File: src/rtl/turnike_arbiter.sv
// Turnstile arbiter: debounced entry/exit buttons, round-robin grant, timed gate
// release, occupancy tracking and an RGB status lamp. Grant 1 cycle after pending.
module turnike_arbiter #(
  parameter int DEB_CYC   = 240_000,
  parameter int OPEN_CYC  = 120_000_000,
  parameter int LOCK_CYC  = 24_000_000,
  parameter int BLINK_CYC = 48_000_000,
  parameter int CAPACITY  = 100
) (
  input  logic       clk,
  input  logic       rst_n,
  input  logic       btn1,
  input  logic       btn2,
  input  logic       pass,
  output logic       gate_in,
  output logic       gate_out,
  output logic [2:0] led,
  output logic [7:0] occupancy,
  output logic       full
);

  localparam int TMAX = (OPEN_CYC > LOCK_CYC) ? OPEN_CYC : LOCK_CYC;
  localparam int TW   = $clog2(TMAX + 1);
  localparam int BW   = $clog2(BLINK_CYC + 1);
  localparam int DW   = $clog2(DEB_CYC + 1);
  localparam logic [TW-1:0] OPEN_LD  = TW'(OPEN_CYC - 1);
  localparam logic [TW-1:0] LOCK_LD  = TW'(LOCK_CYC - 1);
  localparam logic [DW-1:0] DEB_LAST = DW'(DEB_CYC - 1);
  localparam logic [BW-1:0] BLK_LAST = BW'(BLINK_CYC - 1);
  localparam logic [BW-1:0] BLK_HALF = BW'(BLINK_CYC / 2);
  localparam logic [7:0]    CAP      = 8'(CAPACITY);

  typedef enum logic [1:0] {IDLE, OPEN_IN, OPEN_OUT, LOCK} state_t;

  // Index 0 = entry (btn1), index 1 = exit (btn2).
  logic [1:0]    s1_q, s2_q, deb_q, arm_q, press;
  logic [DW-1:0] dcnt_q [2];

  // Synchronizers reset to "pressed" so a button held through reset never arms.
  always_ff @(posedge clk or negedge rst_n) begin
    if (!rst_n) begin
      s1_q  <= '0;
      s2_q  <= '0;
      deb_q <= '1;
      arm_q <= '0;
      for (int i = 0; i < 2; i++) dcnt_q[i] <= '0;
    end else begin
      s1_q <= {btn2, btn1};
      s2_q <= s1_q;
      for (int i = 0; i < 2; i++) begin
        if (s2_q[i] != deb_q[i]) begin
          if (dcnt_q[i] == DEB_LAST) begin
            deb_q[i]  <= s2_q[i];
            dcnt_q[i] <= '0;
          end else begin
            dcnt_q[i] <= dcnt_q[i] + DW'(1);
          end
        end else begin
          dcnt_q[i] <= '0;
        end
        if (s2_q[i]) arm_q[i] <= 1'b1;
      end
    end
  end

  always_comb begin
    press = '0;
    for (int i = 0; i < 2; i++)
      press[i] = arm_q[i] & deb_q[i] & ~s2_q[i] & (dcnt_q[i] == DEB_LAST);
  end

  logic [BW-1:0] blink_q;

  always_ff @(posedge clk or negedge rst_n) begin
    if (!rst_n)                 blink_q <= '0;
    else if (blink_q == BLK_LAST) blink_q <= '0;
    else                        blink_q <= blink_q + BW'(1);
  end

  state_t        state_q;
  logic [TW-1:0] timer_q;
  logic [1:0]    pend_q;
  logic          rr_out_q, gin_q, gout_q, full_q;
  logic [2:0]    led_q;
  logic [7:0]    occ_q, occ_inc, occ_dec, occ_pass;
  logic          pick_out;

  always_comb begin
    pick_out = pend_q[1] & (~pend_q[0] | rr_out_q);
    occ_inc  = (occ_q >= CAP) ? CAP : occ_q + 8'd1;
    occ_dec  = (occ_q == 8'd0) ? 8'd0 : occ_q - 8'd1;
    occ_pass = (state_q == OPEN_IN) ? occ_inc : occ_dec;
  end

  always_ff @(posedge clk or negedge rst_n) begin
    if (!rst_n) begin
      state_q  <= IDLE;
      timer_q  <= '0;
      pend_q   <= '0;
      rr_out_q <= 1'b1;
      gin_q    <= 1'b0;
      gout_q   <= 1'b0;
      led_q    <= 3'b111;
      occ_q    <= '0;
      full_q   <= 1'b0;
    end else begin
      // A serve below overrides a same-cycle press: repeats while pending are dropped.
      pend_q <= pend_q | press;

      case (state_q)
        IDLE:              led_q <= (blink_q < BLK_HALF) ? 3'b101 : 3'b111;
        OPEN_IN, OPEN_OUT: led_q <= 3'b011;
        default:           led_q <= 3'b110;
      endcase

      case (state_q)
        IDLE: begin
          if (pick_out) begin
            pend_q[1] <= 1'b0;
            rr_out_q  <= 1'b0;
            if (occ_q == 8'd0) begin
              state_q <= LOCK;
              timer_q <= LOCK_LD;
            end else begin
              state_q <= OPEN_OUT;
              gout_q  <= 1'b1;
              timer_q <= OPEN_LD;
            end
          end else if (pend_q[0]) begin
            pend_q[0] <= 1'b0;
            rr_out_q  <= 1'b1;
            if (full_q) begin
              state_q <= LOCK;
              timer_q <= LOCK_LD;
            end else begin
              state_q <= OPEN_IN;
              gin_q   <= 1'b1;
              timer_q <= OPEN_LD;
            end
          end
        end
        OPEN_IN, OPEN_OUT: begin
          if (pass || timer_q == '0) begin
            state_q <= LOCK;
            timer_q <= LOCK_LD;
            gin_q   <= 1'b0;
            gout_q  <= 1'b0;
            if (pass) begin
              occ_q  <= occ_pass;
              full_q <= (occ_pass == CAP);
            end
          end else begin
            timer_q <= timer_q - TW'(1);
          end
        end
        LOCK: begin
          if (timer_q == '0) state_q <= IDLE;
          else               timer_q <= timer_q - TW'(1);
        end
        default: state_q <= IDLE;
      endcase
    end
  end

  assign gate_in   = gin_q;
  assign gate_out  = gout_q;
  assign led       = led_q;
  assign occupancy = occ_q;
  assign full      = full_q;

endmodule

File: config.mk
export PLATFORM = sky130hd
export DESIGN_NAME = turnike_arbiter
export DESIGN_NICKNAME = d
export VERILOG_FILES = /design/src/rtl/turnike_arbiter.sv
export SDC_FILE = /design/constraint.sdc
export NUM_CORES = 1
export LEC_CHECK = 0
export BUFFER_PORTS_ARGS = -buffer_cell sky130_fd_sc_hd__buf_4
export CAP_MARGIN = 0
export CORE_MARGIN = 1
export CORE_UTILIZATION = 51
export DETAILED_ROUTE_END_ITERATION = 8
export GPL_TIMING_DRIVEN = 0
export HOLD_SLACK_MARGIN = 0.05
export PLACE_DENSITY = 0.7
export SLEW_MARGIN = 30
export SYNTH_ARGS = -nofsm -noshare
export SYNTH_HDL_FRONTEND = slang
export SYNTH_SLANG_ARGS = --single-unit
File: constraint.sdc
create_clock -name clk -period 2.3 [get_ports clk]
set_clock_uncertainty 0.15 [all_clocks]
set_input_delay 0.46 -clock clk [delete_from_list [all_inputs] [get_ports clk]]
set_output_delay 0.46 -clock clk [all_outputs]
set_load 0.01 [all_outputs]
==> out/summary.txt, run 1 <==
Largest net degree at the start of global routing -> 64
Fin area -> 7849 sq um
PnR worst setup slack -> -0.03491 ns
Distinct cells, synth -> 73
First-pass GRT wire length -> 24.14 mm
Final hold vios -> 0
F_max -> 428.3 MHz
Complex-gate fraction of the synthesized area -> 0.1415
Synth warnings -> 0
Core area -> 12010 sq um
Failing checks -> setup timing
Status -> complete, but fails checks
Diode count -> 0
P per Cell Area -> 701.7 nW/um^2
Mapped Area -> 6287 sq um
Final Util -> 0.6534
Final setup fails -> 4
DR pass1 iterations -> 5
Reg2Reg Depth -> 7
CTS sink count -> 116
Startpoint types -> flip-flop
Worst reg2reg path endpoint -> full
Syn avg cell area -> 9.328 sq um
Mean routed wirelength per cell -> 16.56 um
Slowest stage delay, CP -> 0.42 ns
Vias -> 5354
Starting Density -> 0.5234
Die area -> 12780 sq um
CTS tree -> yes
CTS Root Cell -> clkbuf_16
Yosys reg bits -> 116
Fill cells -> 925
WP data arrival -> 2.54 ns
Peak VDD IR -> 0.4587 mV
Final #Nets -> 754
Vias in the first global route -> 5095
GPL Wtd Cong -> 0.8761
MaxCap Viol Count -> 0
Worst hold path cell count -> 0
Unrepaired setup endpoints after global routing -> yes
DRC viols -> 0
Crit path cell chain -> buf_4, or3_4, nor4_1, o22ai_1, o21a_1, nor3_1, a32o_1
IO Port Bufs -> 18
Simple-gate area share of the yosys netlist -> 0.2611
Hold Crit Class -> flip-flop to flip-flop
Static leakage -> 3.340 nW
Total GRT Usage -> 0.2416
Synth-to-Final Area Change -> 24.84%
Synthesized Nets -> 689
Required time of the worst setup path -> 2.51 ns
TritonCTS Buffers -> 17
Die X -> 113.0 um
Reg clk slew, reported paths -> 0.05 ns
Routed wire length -> 14.88 mm
Max-slew headroom -> 0.4976
Fin crit share -> 1.015
Most common cell after layout, fill and taps aside -> dfrtp_1
Crit end category -> flip-flop
Post-synthesis async set-or-reset flop share -> 1.000
Min Tclk post-route -> 2.335 ns
Adder-Cell Fraction of Synth Area -> 0.01990
Initial drt markers -> 348
GR Overflow Total -> 0
Top post-synthesis cells by area -> dfrtp_1, nor2_1, xor2_1
Flop-to-flop setup slack -> -0.03 ns
Worst slew pin tran -> 0.7467 ns
Sequential area share after synthesis -> 0.4629
Largest family of logic cells by synthesized area -> simple AND/OR/NAND/NOR gates
Synth Flop Type -> dfrtp_1
Initial antenna violation count -> 0
Vias per cell -> 5.956
Share of Yosys cell area claimed by the top area cell type -> 0.4378
Max H-tree Level -> 4
FP Rows -> 40
Hold EP -> s2_q[0]
Crit path launch -> occupancy[0]
Final antenna-violating net count -> 0
Cell taking the most area after synthesis -> dfrtp_1
TNS Setup -> -0.08498 ns
Critical R2R Launch -> occupancy[0]
Largest fanout on the critical path -> 6
CP delay by family, top -> simple AND/OR/NAND/NOR gates
Commonest cells after routing, fill and taps aside -> dfrtp_1, nor2_1, nand2_1
Clock Path Buffers -> 2
I/O Pins -> 19
Placed Instance Area -> 6666 sq um
Post-synthesis mux area share -> 0.006766
Xor and xnor fraction of the mapped netlist area -> 0.07801
Crit path buffers/inverters -> 1
Post-synth EDFFs -> 0
Max-slew violations -> 0
Worst-skew pair later-pin latency -> 0.43 ns
DP HPWL -> 9.534 mm
Die height -> 113.0 um
Min-delay src -> s1_q[0]
Critical setup path kind -> flip-flop to flip-flop
CP max-delay cell -> dfrtp_2
Share of layout cells above drive strength 1 -> 0.2287
Post-Synthesis Cells -> 674
layer usage:
layer	global-route usage	wire length, um	up-vias	part of all wire
met5	0	0	-	0
met3	0.05570	913	38	0.061
li1	-	-	2552	-
met4	0.1114	376	0	0.025
met2	0.3975	7316	192	0.49
met1	0.3035	6277	2572	0.42
state kept, by name, indices dropped and copies added, names as in the netlist:
register / count
full: 1
pend_q: 2
deb_q: 2
rr_out_q: 1
timer_q: 27
arm_q: 2
dcnt_q: 36
s1_q: 2
state_q: 2
s2_q: 2
led: 3
occupancy: 8
gate_in: 1
gate_out: 1
blink_q: 26
what timing repair did:
action	CTS	global route
hold endpoints to repair	53	0
pin swaps	13	19
setup endpoints to repair	62	58
setup buffers	10	18
hold buffers	3	0
gates resized for setup	31	44
Yosys cell counts (all sizes together), types with 12 or more instances:
cell type  count
nand3         31
nand2         63
xor2          31
o21ai         48
nand4         15
nor2          98
dfrtp        110
clkbuf        13
buf           12
inv           18
and3          12
xnor2         25
nor4          16
nor3          21
a21oi         24
final cells by class:
type	count	area, sq um	area share
Inverter	18	76.32	0.009724
Sequential cell	116	2918	0.3718
Multi-Input combinational cell	515	3480	0.4433
Tap cell	147	183.9	0.02343
Clock buffer	19	452.9	0.05771
Clock inverter	13	203.9	0.02598
Timing Repair Buffer	50	410.4	0.05229
Buffer	21	123.9	0.01578
how the worst max path moves through the flow:
| stage | end | slack (ns) | depth (start not counted) |
|---|---|---|---|
| 6_report | full | -0.03 | 7 |
| 5_1_grt | full | -0.11 | 7 |
| 4_1_cts | timer_q[26] | -0.12 | 8 |
| 3_5_place_dp | timer_q[26] | -0.36 | 8 |
| 3_3_place_gp | timer_q[19] | -0.33 | 9 |
| 2_1_floorplan | timer_q[26] | -0.03 | 8 |
metrics by stage:
stage,hold WS [ns],std cells,setup slack (ns),power (mW)
detailed placement,0.1881,840,-0.3562,2.511
global route,0.2150,899,-0.1085,5.686
floorplan,0.01441,674,-0.02593,2.396
CTS,0.2004,882,-0.1204,5.494
global placement,0.1822,839,-0.3321,2.489
finish,0.2000,899,-0.03491,5.507
worst reg2reg max path, stage by stage (launching register included):
cell and delay (ns):
dfrtp_2 0.42, buf_4 0.17, or3_4 0.42, nor4_1 0.31
o22ai_1 0.16, o21a_1 0.23, nor3_1 0.22, a32o_1 0.19
logic make-up after synthesis:
group	Yosys count
flip-flops	116
adder cells (fa/ha/maj)	10
AO/OA/AOI/OAI	137
multiplexers	4
AND/OR/NAND/NOR	308
buffers and inverters	43
XOR/XNOR	56
where the power goes:
part	switching (mW)	internal [mW]	leakage [nW]
Combinational	0.170	0.157	1.55
Clock	0.959	1.97	0.323
Sequential	0.131	2.12	1.47
No activity file was read; power rests on OpenSTA's default activity.
==> run 2: changes to the inputs <==
--- a/config.mk
+++ b/config.mk
@@ -5,14 +5,16 @@
 export SDC_FILE = /design/constraint.sdc
 export NUM_CORES = 1
 export LEC_CHECK = 0
+export ABC_AREA = 1
 export BUFFER_PORTS_ARGS = -buffer_cell sky130_fd_sc_hd__buf_4
 export CAP_MARGIN = 0
 export CORE_MARGIN = 1
-export CORE_UTILIZATION = 51
+export CORE_UTILIZATION = 55
+export CTS_CLUSTER_SIZE = 24
 export DETAILED_ROUTE_END_ITERATION = 8
 export GPL_TIMING_DRIVEN = 0
 export HOLD_SLACK_MARGIN = 0.05
-export PLACE_DENSITY = 0.7
+export PLACE_DENSITY = 0.74
 export SLEW_MARGIN = 30
 export SYNTH_ARGS = -nofsm -noshare
 export SYNTH_HDL_FRONTEND = slang
==> run 2 against run 1 <==
Net effect:
- the run now ends clean
- register-to-register slack better by 0.21 ns
- sequential share of layout area down 1.2 points
- sequential cell count unchanged
- area after synthesis up 12%
- critical path depth up 5
- synthesized cell count up 46%
- core utilization up 0.66 points
- clock power down 9.2%
- highest routed layer unchanged
==> out/summary.txt, run 2 <==
Placed Instance Area -> 7420 sq um (+11%)
Clock Path Buffers -> 2 (unchanged)
Diode count -> 0 (unchanged)
Mean routed wirelength per cell -> 13.59 um (-18%)
Top post-synthesis cells by area -> dfrtp_1, nand2_1, nor2_1
CTS Root Cell -> clkbuf_16
Die X -> 115.1 um (+1.9%)
Max FFs per register -> 36 (unchanged)
Initial drt markers -> 433 (+24%)
Max H-tree Level -> 4 (unchanged)
Worst-skew pair later-pin latency -> 0.42 ns (about the same)
Post-Synthesis Cells -> 983 (+46%)
Required time of the worst setup path -> 2.44 ns (-0.07 ns)
Post-synthesis async set-or-reset flop share -> 1.000 (unchanged)
P per Cell Area -> 595.4 nW/um^2 (-15%)
Flop-to-flop setup slack -> 0.17 ns (+0.21 ns)
CTS tree -> yes
GR Overflow Total -> 0 (unchanged)
Vias per cell -> 5.337 (-10%)
Min Tclk post-route -> 2.126 ns (-0.2086 ns)
Reg clk slew, reported paths -> 0.05 ns (about the same)
Final setup fails -> 0 (-4)
Hold Crit Class -> flip-flop to flip-flop
Critical setup path kind -> flip-flop to flip-flop
IO Port Bufs -> 18 (unchanged)
F_max -> 470.3 MHz (+9.8%)
FP Rows -> 40 (unchanged)
Synth warnings -> 0 (unchanged)
Crit end category -> flip-flop
Biggest register -> dcnt_q
Commonest cells after routing, fill and taps aside -> nand2_1, nor2_1, inv_1
Sequential area share after synthesis -> 0.4134 (-0.04945)
Mapped Area -> 7039 sq um (+12%)
Starting Density -> 0.5741 (+0.05064)
Worst hold path cell count -> 0 (unchanged)
Fin crit share -> 0.9245 (-0.09067)
Yosys reg bits -> 116 (unchanged)
Max-slew violations -> 0 (unchanged)
Post-CTS Setup Inserts -> 0 (-10)
Total GRT Usage -> 0.2684 (+0.02677)
Final cell count without fillers -> 1204 (+34%)
Core area -> 12260 sq um (+2.1%)
DP HPWL -> 11.73 mm (+23%)
Fin area -> 8093 sq um (+3.1%)
Die height -> 115.1 um (+1.9%)
Die area -> 13250 sq um (+3.8%)
Power, Total -> 4.819 mW (-13%)
DRC viols -> 0 (unchanged)
Top-count cell post-synth -> nand2_1
DR pass1 iterations -> 7 (+2)
Largest registers -> dcnt_q (36), timer_q (27), blink_q (26)
Post-synth top cells -> nand2_1, nor2_1, inv_1, dfrtp_1, nand3_1
Unrepaired setup endpoints after global routing -> no
MaxCap Viol Count -> 0 (unchanged)
Share of layout cells above drive strength 1 -> 0.09459 (-0.1341)
Worst slew pin tran -> 0.6532 ns (-0.09348 ns)
Final hold vios -> 0 (unchanged)
Vias -> 6426 (+20%)
First-pass GRT wire length -> 27.25 mm (+13%)
Number of cells after detailed placement -> 1170 (+39%)
Cell taking the most area after synthesis -> dfrtp_1
Synth-to-Final Area Change -> 14.97%
Final antenna-violating net count -> 0 (unchanged)
Largest net degree at the start of global routing -> 90 (+41%)
Share of Yosys cell area claimed by the top area cell type -> 0.3910 (-0.04677)
Initial antenna violation count -> 0 (unchanged)
Status -> finished clean
Largest fanout on the critical path -> 10 (+4)
Routed wire length -> 16.37 mm (+10%)
Startpoint types -> flip-flop
Syn avg cell area -> 7.161 sq um (-23%)
Synthesized Nets -> 998 (+45%)
Most common cell after layout, fill and taps aside -> nand2_1
Final #Nets -> 1039 (+38%)
Static leakage -> 3.738 nW (+12%)
GPL Wtd Cong -> 0.9432 (+7.7%)
I/O Pins -> 19 (unchanged)
Vias in the first global route -> 5836 (+15%)
Distinct cells, synth -> 42 (-42%)
Max-slew headroom -> 0.5614 (+0.06378)
WP data arrival -> 2.27 ns (-0.27 ns)
CTS sink count -> 116 (unchanged)
Peak VDD IR -> 0.5123 mV (+12%)
Reg2Reg Depth -> 12 (+5)
Synth Flop Type -> dfrtp_1
Post-synth EDFFs -> 0 (unchanged)
TritonCTS Buffers -> 17 (unchanged)
## run 2: cell types whose count changed in the layout (fill, tap and decap cells not counted), moves of 10 or more
cell and delta:
nor2_1 +86, inv_1 +117, nor2_2 +10, nand3_1 +44
nand4_1 +19, and3_1 -10, nand2_1 +154, buf_4 -29
xnor2_1 -12, nor3_1 +15
## run 2: cells by family after synthesis
logic type,after synthesis,synth area share
buffers and inverters,148,0.08194
AND/OR/NAND/NOR,578,0.3622
XOR/XNOR,45,0.05599
flip-flops,116,0.4134
adder cells (fa/ha/maj),10,0.01777
AO/OA/AOI/OAI,86,0.06861
## run 2: final cells by class
| cell class | instances | area [sq um] |
|---|---|---|
| clock buffer | 22 | 464.2 |
| fill | 1079 | 4169 |
| inverter | 134 | 503.0 |
| sequential | 116 | 2912 |
| multi-input combinational | 719 | 3598 |
| buffer | 14 | 76.32 |
| clock inverter | 9 | 128.9 |
| timing repair buffer | 22 | 200.2 |
| tap | 168 | 210.2 |
## run 2: stage by stage
stage / hold slack, ns / TNS, ns / setup WS, ns / util
2_1_floorplan: 0.01441 / 0 / 0.3480 / -
3_3_place_gp: 0.1838 / -0.2247 / -0.07214 / 0.6022
3_5_place_dp: 0.1744 / -0.3250 / -0.08815 / 0.6051
4_1_cts: 0.1972 / 0 / 0.003288 / 0.6561
5_1_grt: 0.2079 / 0 / 0.02082 / 0.6600
6_report: 0.1960 / 0 / 0.1736 / 0.6600
## run 2: timing repair
action                                 in CTS  in global routing
hold buffers                                3                  0
setup endpoints to repair                   6                 57
endpoints found under the hold margin      29                  0
gates resized for setup                     1                 14
## run 2: worst paths after layout
check	to	from
min reg2reg	s2_q[0]	s1_q[0]
min	s2_q[0]	s1_q[0]
max in group asynchronous	rr_out_q	rst_n
min in group asynchronous	occupancy[4]	rst_n
max reg2reg	timer_q[10]	timer_q[0]
max	timer_q[10]	timer_q[0]
## run 2: worst max-delay path, stage by stage, from the launching register on
cell	delay, ns
dfrtp_1	0.39
inv_2	0.10
ha_4	0.17
nand2_2	0.11
nor2_8	0.18
nand2_4	0.10
nor2_8	0.14
nand2_4	0.10
nand2_4	0.08
inv_2	0.10
clkbuf_4	0.21
nor2_1	0.11
a21oi_1	0.05
## run 2: power by group
group          switching (mW)  leakage, nW  internal, mW  total (mW)
sequential             0.0115         1.43          2.06        2.07
clock                   0.913        0.286          1.75        2.66
combinational          0.0656         2.02        0.0260      0.0916
total                   0.990         3.74          3.83        4.82
## run 2: per-layer routing
metal  track usage  share of wire
met3       0.06484          0.060
met4        0.1126          0.017
met5             0              0
met1        0.3506           0.46
met2        0.4285           0.47
==> run 3: changes to the inputs <==
--- a/config.mk
+++ b/config.mk
@@ -8,13 +8,14 @@
 export ABC_AREA = 1
 export BUFFER_PORTS_ARGS = -buffer_cell sky130_fd_sc_hd__buf_4
 export CAP_MARGIN = 0
+export CORE_ASPECT_RATIO = 1.5
 export CORE_MARGIN = 1
-export CORE_UTILIZATION = 55
+export CORE_UTILIZATION = 57
 export CTS_CLUSTER_SIZE = 24
 export DETAILED_ROUTE_END_ITERATION = 8
 export GPL_TIMING_DRIVEN = 0
 export HOLD_SLACK_MARGIN = 0.05
-export PLACE_DENSITY = 0.74
+export PLACE_DENSITY = 0.77
 export SLEW_MARGIN = 30
 export SYNTH_ARGS = -nofsm -noshare
 export SYNTH_HDL_FRONTEND = slang
==> run 3 against run 2 <==
Net effect:
- final area is 0.15% higher
- core utilization is 1.5 points higher
- non-clock buffer count stayed put
- clock power is 2% higher
- critical endpoint is now timer_q[26]
- largest cell class unchanged
- largest power group unchanged
- highest routed layer unchanged
==> out/summary.txt, run 3 (synthesized netlist as in run 2, its figures left out) <==
Biggest register -> dcnt_q
Mean routed wirelength per cell -> 14.46 um (+6.4%)
Final setup fails -> 0 (unchanged)
Synth-to-Final Area Change -> 15.14%
Top layer in use -> met4
Vias per cell -> 5.448 (+2.1%)
Critical R2R Launch -> occupancy[4]
Max-slew violations -> 0 (unchanged)
Final antenna-violating net count -> 0 (unchanged)
Largest net degree at the start of global routing -> 65 (-28%)
Hold Crit Class -> flip-flop to flip-flop
Max-slew headroom -> 0.5767 (+0.01535)
WHS -> 0.1970 ns (+0.0009630 ns)
Most common cell on crit path -> nor2_1
Required time of the worst setup path -> 2.44 ns (about the same)
Share of layout cells above drive strength 1 -> 0.09932 (+0.004730)
Die height -> 138.1 um (+20%)
Post-CTS Setup Inserts -> 0 (unchanged)
TritonCTS Buffers -> 17 (unchanged)
Vias in the first global route -> 6326 (+8.4%)
Reg clk slew, reported paths -> 0.06 ns (about the same)
CTS sink count -> 116 (unchanged)
Slowest stage delay, CP -> 0.41 ns (+0.02 ns)
DP HPWL -> 12.37 mm (+5.4%)
Startpoint types -> flip-flop
TNS Setup -> 0 ns (unchanged)
Met3 routed WL -> 767 um (-22%)
I/O Pins -> 19 (unchanged)
CTS Root Cell -> clkbuf_16
Max FFs per register -> 36 (unchanged)
P per Cell Area -> 602.6 nW/um^2 (+1.2%)
Status -> finished clean
Routed wire length -> 17.21 mm (+5.2%)
DRC viols -> 0 (unchanged)
Critical setup path kind -> flip-flop to flip-flop
Final hold vios -> 0 (unchanged)
Diode count -> 0 (unchanged)
Vias -> 6483 (+0.89%)
Fin area -> 8105 sq um (+0.15%)
Min Tclk post-route -> 2.176 ns (+0.04930 ns)
Placed Instance Area -> 7401 sq um (-0.25%)
Fin crit share -> 0.9459 (+0.02144)
Crit path cell chain -> clkbuf_1, nor2_1, nand2_1, nor2_2, nor2_1, nor2_1, inv_1, nor2_1, a21oi_1
DR WL met2 -> 8.656 mm (+14%)
Unrepaired setup endpoints after global routing -> no
Die area -> 12810 sq um (-3.4%)
GPL Wtd Cong -> 0.9597 (+1.7%)
Pre-CTS setup slack -> -0.03936 ns (+0.04878 ns)
Core area -> 12020 sq um (-2.0%)
Initial antenna violation count -> 0 (unchanged)
Initial drt markers -> 467 (+7.9%)
GR Overflow Total -> 0 (unchanged)
Worst-skew pair later-pin latency -> 0.42 ns (about the same)
Starting Density -> 0.5858 (+0.01172)
Total GRT Usage -> 0.2875 (+0.01906)
Worst slew pin tran -> 0.6304 ns (-0.02285 ns)
Die X -> 92.74 um (-19%)
Met1 wire length -> 7.063 mm (-5.6%)
WP data arrival -> 2.32 ns (+0.05 ns)
Most common cell after layout, fill and taps aside -> nand2_1
IO Port Bufs -> 18 (unchanged)
Commonest cells after routing, fill and taps aside -> nand2_1, nor2_1, inv_1
Max H-tree Level -> 4 (unchanged)
Largest registers -> dcnt_q (36), timer_q (27), blink_q (26)
Final #Nets -> 1039 (unchanged)
Clock Path Buffers -> 2 (unchanged)
DR pass1 iterations -> 8 (+1)
FP Rows -> 49 (+23%)
MaxCap Viol Count -> 0 (unchanged)
CTS tree -> yes
Static leakage -> 3.737 nW (about the same)
Peak VDD IR -> 0.5202 mV (+1.6%)
Crit path launch -> occupancy[4]
CP max-delay cell -> dfrtp_1
F_max -> 459.6 MHz (-2.3%)
PnR worst setup slack -> 0.1243 ns (-0.04930 ns)
First-pass GRT wire length -> 29.09 mm (+6.8%)
Crit end category -> flip-flop
Min-delay src -> s1_q[0]
Largest fanout on the critical path -> 7 (-3)
run 3: report_power, final:
part	switching, mW	internal, mW
logic	0.0666	0.0262
clock network	0.966	1.76
registers	0.0120	2.05
run 3: area by class of cell:
cell class	count	area, sq um
Multi-Input combinational cell	719	3615
Tap cell	153	191.4
Clock buffer	20	456.7
Buffer	14	76.32
Clock inverter	12	152.6
Timing Repair Buffer	22	200.2
Inverter	134	503.0
Fill cell	1070	3911
Sequential cell	116	2910
run 3: timing repair:
| action | CTS | global route |
|---|---|---|
| hold buffers | 3 | 0 |
| hold endpoints to repair | 51 | 0 |
| gates resized for setup | 2 | 15 |
| setup endpoints to repair | 6 | 40 |
run 3: path summary, 6_finish.rpt:
kind                          endpoint  slack, ns  cells past startpoint
max in group asynchronous     deb_q[0]       0.89                      3
hold reg to reg                s2_q[0]       0.20                      0
setup / recovery           timer_q[26]       0.12                      9
hold / removal                 s2_q[0]       0.20                      0
setup reg to reg           timer_q[26]       0.12                      9
min in group asynchronous    dcnt_q[9]       0.40                      2
run 3: layer usage:
layer	global-route usage	up-vias
li1	-	3230
met1	0.3439	2998
met2	0.4889	195
met3	0.04400	60
met4	0.1603	0
met5	0	-
run 3: stage by stage:
step | power (mW) | utilization | std cells
global route | 5.017 | 0.6745 | 1190
floorplan | 2.126 | - | 983
detailed placement | 2.193 | 0.6159 | 1155
finish | 4.885 | 0.6745 | 1190
CTS | 4.925 | 0.6695 | 1190
global placement | 2.182 | 0.6130 | 1154
run 3: worst max-delay path: cells and delay by family, from the launching register on:
| kind | cells | cell delay, ns |
|---|---|---|
| and+or+nand+nor | 6 | 1.11 |
| DFF | 1 | 0.41 |
| buffers and inverters | 2 | 0.28 |
| AOI/OAI and AO/OA | 1 | 0.11 |
